--- config.mk ---
export PLATFORM = sky130hd
export DESIGN_NAME = mux_2x1_stream
export DESIGN_NICKNAME = d
export VERILOG_FILES = /design/src/rtl/mux_2x1_stream.sv
export SDC_FILE = /design/constraint.sdc
export NUM_CORES = 1
export LEC_CHECK = 0
export CAP_MARGIN = 20
export CORE_UTILIZATION = 33
export DETAILED_ROUTE_END_ITERATION = 10
export PLACE_DENSITY = 0.76
export SYNTH_ARGS = -nofsm -noshare
export SYNTH_HDL_FRONTEND = slang
export SYNTH_SLANG_ARGS = --single-unit
--- constraint.sdc ---
create_clock -name clk -period 1 [get_ports clk]
set_input_delay 0.15 -clock clk [delete_from_list [all_inputs] [get_ports clk]]
set_output_delay 0.15 -clock clk [all_outputs]
set_load 0.03 [all_outputs]
--- src/rtl/mux_2x1_stream.sv ---
// Two-input valid/ready stream merger with a one-entry registered output tagged by source.
// Define MUX2_RR_EN for round-robin arbitration; otherwise source 0 has fixed priority.
module mux_2x1_stream #(
  parameter int WIDTH = 8
) (
  input  logic             clk,
  input  logic             rst_n,
  input  logic [WIDTH-1:0] d0,
  input  logic             v0,
  output logic             r0,
  input  logic [WIDTH-1:0] d1,
  input  logic             v1,
  output logic             r1,
  output logic [WIDTH-1:0] y,
  output logic             ys,
  output logic             yv,
  input  logic             yr
);

  typedef enum logic {
    EMPTY = 1'b0,
    FULL  = 1'b1
  } state_t;

  state_t           state_q, state_d;
  logic [WIDTH-1:0] y_q;
  logic             ys_q;
  logic             load;
  logic             grant;
  logic             accept;

  // Drain and load share an edge, so a full register still accepts when yr is high.
  assign load = (state_q == EMPTY) | yr;

`ifdef MUX2_RR_EN
  logic last_q;

  // On contention the source that did not win last time goes next.
  assign grant = (v0 & v1) ? ~last_q : ~v0;

  always_ff @(posedge clk) begin
    if (!rst_n) begin
      last_q <= 1'b1;
    end else if (accept) begin
      last_q <= grant;
    end
  end
`else
  assign grant = ~v0;
`endif

  // Gating with rst_n keeps producers from handing off a word that reset would discard.
  assign r0     = rst_n & load & ~grant & v0;
  assign r1     = rst_n & load &  grant & v1;
  assign accept = r0 | r1;

  always_comb begin
    // NOTE: default assignment first so every path drives state_d and no latch is inferred.
    state_d = state_q;
    if (accept) begin
      state_d = FULL;
    end else if (yr) begin
      state_d = EMPTY;
    end
  end

  always_ff @(posedge clk) begin
    // NOTE: non-blocking assignments so every register samples pre-edge values together.
    if (!rst_n) begin
      state_q <= EMPTY;
    end else begin
      state_q <= state_d;
    end
  end

  // Data and tag only move on acceptance; a drained word leaves stale contents behind.
  always_ff @(posedge clk) begin
    if (!rst_n) begin
      y_q  <= '0;
      ys_q <= 1'b0;
    end else if (accept) begin
      y_q  <= grant ? d1 : d0;
      ys_q <= grant;
    end
  end

  assign y  = y_q;
  assign ys = ys_q;
  assign yv = (state_q == FULL);

endmodule
Yosys cells after proc, flatten, opt, wreduce, memory -nomap -nowiden
Index checks and enable logic that the tools add are counted.

Bits in registers: 10. Bits in latches: 0. Memory bits (writable): 0. Bits in read-only memories: 0. Bits of input ports: 21. Output and inout bits: 12. Memories: 0.

Add/sub/neg operators: 0. Multipliers: 0. Div/mod/pow operators: 0. Order comparisons: 0. Equality and inequality tests: 0. Shift operators: 0. Mux-type cells: 3. Bitwise gates (word level): 9. Reduce and logical (&&, ||, !) cells: 1.

Operators with widths (count): $mux W8 (1); $and A1 B1 Y1 (5); $mux W1 (2); $not A1 Y1 (2); $or A1 B1 Y1 (2); $reduce_bool A2 Y1 (1).

Longest topological paths before layout
Word-level depth: 7. Gate-level depth with buffers: 4.

Worst setup path before layout
Ideal clock, no wire load.

Path type: reg2reg. Start point: reg state_q, in the netlist yv. End point: reg y_q[0], in the netlist y[0]. Setup time: 0.072 ns. Data arrival time: 1.035 ns. Data required time: 0.928 ns. Setup slack: -0.107 ns. Cell stages (with the launch flop): 5. Buffers on the path: 1. Period minus slack after synthesis: 1.107 ns. Path through: dfxtp_1 > nand2b_4 > o211ai_2 > buf_6 > mux2i_1.

Cells in the longest elaborated chain, start to end: 6.

RTL lines: from (decl) (line 25) `state_t state_q, state_d;`; from (signal assigned) (line 72) `state_q <= state_d;`; $not A1 Y1 (*) (line 33) `assign load = (state_q == EMPTY) | yr;`; $or A1 B1 Y1 (*) (line 33); $and A1 B1 Y1 (*) (line 53, 54); $and A1 B1 Y1, on equally long branches (2 in a row) (line 53, 54); $or A1 B1 Y1 (*) (line 55) `assign accept = r0 | r1;`; to (signal assigned) (line 82) `y_q <= grant ? d1 : d0;`; to (decl) (line 26) `logic [WIDTH-1:0] y_q;`.

Mark *: on every way between the ends. The rest lies on a longest branch, timed or not. A chain may end at the register's enable or synchronous reset.

Worst setup path in the final report
Start point: reg state_q, in the netlist yv. End point: out r1.

Cells in the longest elaborated chain, start to end: 5.

RTL lines: $not A1 Y1 (line 33); $or A1 B1 Y1 (line 33); $and A1 B1 Y1 (3 in a row) (line 54) `assign r1 = rst_n & load & grant & v1;`; to (decl) (line 13) `output logic r1,`.

Every way passes these cells.

==> impl_metrics.csv <==
group,metric,value,unit
synthesis,netlist_top_cells_count,"mux2i_1 (16), dfxtp_1 (10), nand2_1 (8)",
sta,whs,0.400,ns
sta,finalMaxSlewViolations,0,
sta,fin_crit_sh,117,%
critical_path,required,0.85,ns
synthesis,yosys_register_bits,10,
detailed_routing,drtAntennaViolNets,0,
critical_path,worstPathCellList,"nand2b_4, and4b_2, buf_6",
synthesis,synth_cell_types,13,
sta,finalCriticalPeriod,1.17,ns
cts,cts.path.max_buffers,2,
flow_run,maxCapViolCount,0,
critical_path,arrival,1.02,ns
synthesis,synth_seq_area_share,41.9,%
critical_path,cp-end-kind,"output port",
finish,area_growth,78.0,%
finish,stdcell_count,99,
cts,clock_latency,0.26,ns
synthesis,synth_area_leaders,"dfxtp_1 (42%), mux2i_1 (34%), nand2_1 (6.3%)",
synthesis,yosys.area.top_type,"dfxtp_1",
status,violations,"setup timing",
synthesis,async_flop_share,0,%
cts,clock-sinks,10,
critical_path,max_stage_delay,0.35,ns
sta,setup_slack,-0.167,ns
finish,antenna_cells,0,
sta,rsz0062_at_grt,"true",
finish,multi_input_comb_area,251,µm²
pwr,switching_share,29.8,%
critical_path,reg2reg_slack,-0.05,ns
synthesis,yosys_warnings,0,
detailed_routing,drt_iter0_drc,9,
pwr,p_clk_share,24.4,%
critical_path,start_kind,"flip-flop",
place,io_buffers,32,
global_route,grt_usage,15.0,%
place,dpl.cell_count,95,
synthesis,yosysTopAreaCellShare,41.9,%
synthesis,postSynthCellCount,45,
critical_path,critPathMaxFanout,3,
detailed_routing,wl,1060,µm
pwr,p_switching,0.000328,W
finish,regArea,201,µm²
detailed_routing,wl_per_cell,10.7,µm
detailed_routing,vias,467,
detailed_routing,drt_pass1_iterations,4,
place,detailed_place.area,811,µm²
cts,cts_tree,"built",
pwr,irDropWorstVdd,632,µV
die,die_y,40.1,µm
pwr,pwr-share-seq,42.2,%
synthesis,synthFlopType,"dfxtp_1",
global_route,grt_max_degree,10,
pwr,leakage,0.427,nW
detailed_routing,vias_per_cell,4.72,
finish,design_area,851,µm²
synthesis,synth_area_per_cell,10.6,µm²
sta,relSlewSlack,87.4,%
die,die_area,0.00160,mm²
status,outcome,"finished, violations left",
die,io_pins,33,
finish,final_nets,107,
cts,cts_root_buf,"clkbuf_4",
global_route,antenna_found_initial,0,
place,gp_congestion,0.652,
sta,finalHoldViolCount,0,
place,hpwl,825,µm
sta,worst_pin_slew,0.188,ns
global_route,grt_pass1_wl,1570,µm
die,rows,13,
pwr,power_density,1290,mW/mm²
die,die-width,40.1,µm
critical_path,critPathKind,"reg2out",
global_route,grt-ovfl-total,0,
cts,path_clk_slew,0.06,ns
cts,cts-htree-levels,1,
pwr,intPower,0.000770,W
synthesis,synth_nets,66,
die,start_util,36.3,%
sta,clock.fmax,0.857,GHz
finish,drive_gt1_share,31.0,%
synthesis,synth_most_common_cell,"mux2i_1",
synthesis,syn_area,478,µm²
global_route,grt_pass1_vias,390,
sta,finalSetupViolations,10,
pwr,p_comb_share,33.4,%
detailed_routing,drc,0,
sta,clock_skew,0.00219,ns
critical_path,crit_slowest_cell,"dfxtp_2",
die,coreArea,0.00132,mm²
cts,numCtsBuffers,3,
finish,fill_cells,123,
synthesis,synth_edf_count,0,
hold_path,worst_hold_path_type,"in2reg",
pwr,p_total,0.00110,W
-- final cells by class --
class	count	share of cell area [%]
Tap cell	15	2.21
Clock buffer	3	2.65
Multi-Input combinational cell	31	29.6
Inverter	1	0.441
Timing Repair Buffer	39	41.5
Sequential cell	10	23.7
-- cells by family (layout without fill, tap and decap cells) --
kind of cell           Yosys count  in the layout  synth area share (%)
multiplexers                    16             16                  33.5
AND/OR/NAND/NOR                 11             11                  12.6
flip-flops                      10             10                  41.9
AO/OA/AOI/OAI                    4              4                  6.28
buffers and inverters            4             43                  5.76
-- stage by stage --
step	setup slack (ns)	setup TNS, ns	util [%]
5_1_grt	-0.200	-0.925	64.6
3_5_place_dp	-0.319	-3.20	61.5
4_1_cts	-0.180	-0.555	64.6
6_report	-0.167	-0.459	64.6
2_1_floorplan	0.0181	0	-
3_3_place_gp	-0.293	-3.03	61.5
-- per-layer routing --
layer	part of all wire [%]	global-route usage, %
met1	45	18.2
met2	47	24.2
met3	8.4	3.89
met4	0	7.76
met5	0	0
-- timing repair --
action	CTS	global route
resized for setup	8	0
hold buffers	0	0
pin swaps	1	0
endpoints found under the setup margin	10	11
buffers inserted	1	0
-- registers in the layout (all words and copies together), names as in the netlist --
signal	count
y	8
ys	1
yv	1
-- path summary, 6_finish.rpt --
check / from / to / cells after the start
max: yv$_SDFFE_PN0P_ / r1 / 3
min: v1 / ys$_SDFFE_PN0P_ / 3
max reg2reg: yv$_SDFFE_PN0P_ / y[5]$_SDFFE_PN0P_ / 5
min reg2reg: y[7]$_SDFFE_PN0P_ / y[7]$_SDFFE_PN0P_ / 2
-- worst max-delay path, delay by kind of cell, from the launching register on --
family	cells	cell delay, ns
buffers and inverters	1	0.14
AND/OR/NAND/NOR	2	0.28
flip-flops	1	0.35
-- power by group through the flow --
stage | logic [W] | clock network (W) | registers, W
floorplan | 0.000108 | 0 | 0.000551
detailed placement | 0.000365 | 0 | 0.000472
CTS | 0.000371 | 0.000277 | 0.000464
global route | 0.000391 | 0.000287 | 0.000470
finish | 0.000367 | 0.000268 | 0.000463
global placement | 0.000359 | 0 | 0.000471
-- layout by cell type, fill, tap and decap left out, drive strengths merged, types with 2 or more instances in the layout --
master | netlist | final
dlygate4sd2 | 0 | 4
a21oi | 2 | 2
clkbuf | 0 | 3
dfxtp | 10 | 10
buf | 3 | 19
nand2 | 8 | 8
mux2i | 16 | 16
clkdlybuf4s50 | 0 | 16
Power figures use the tool's default switching activity.
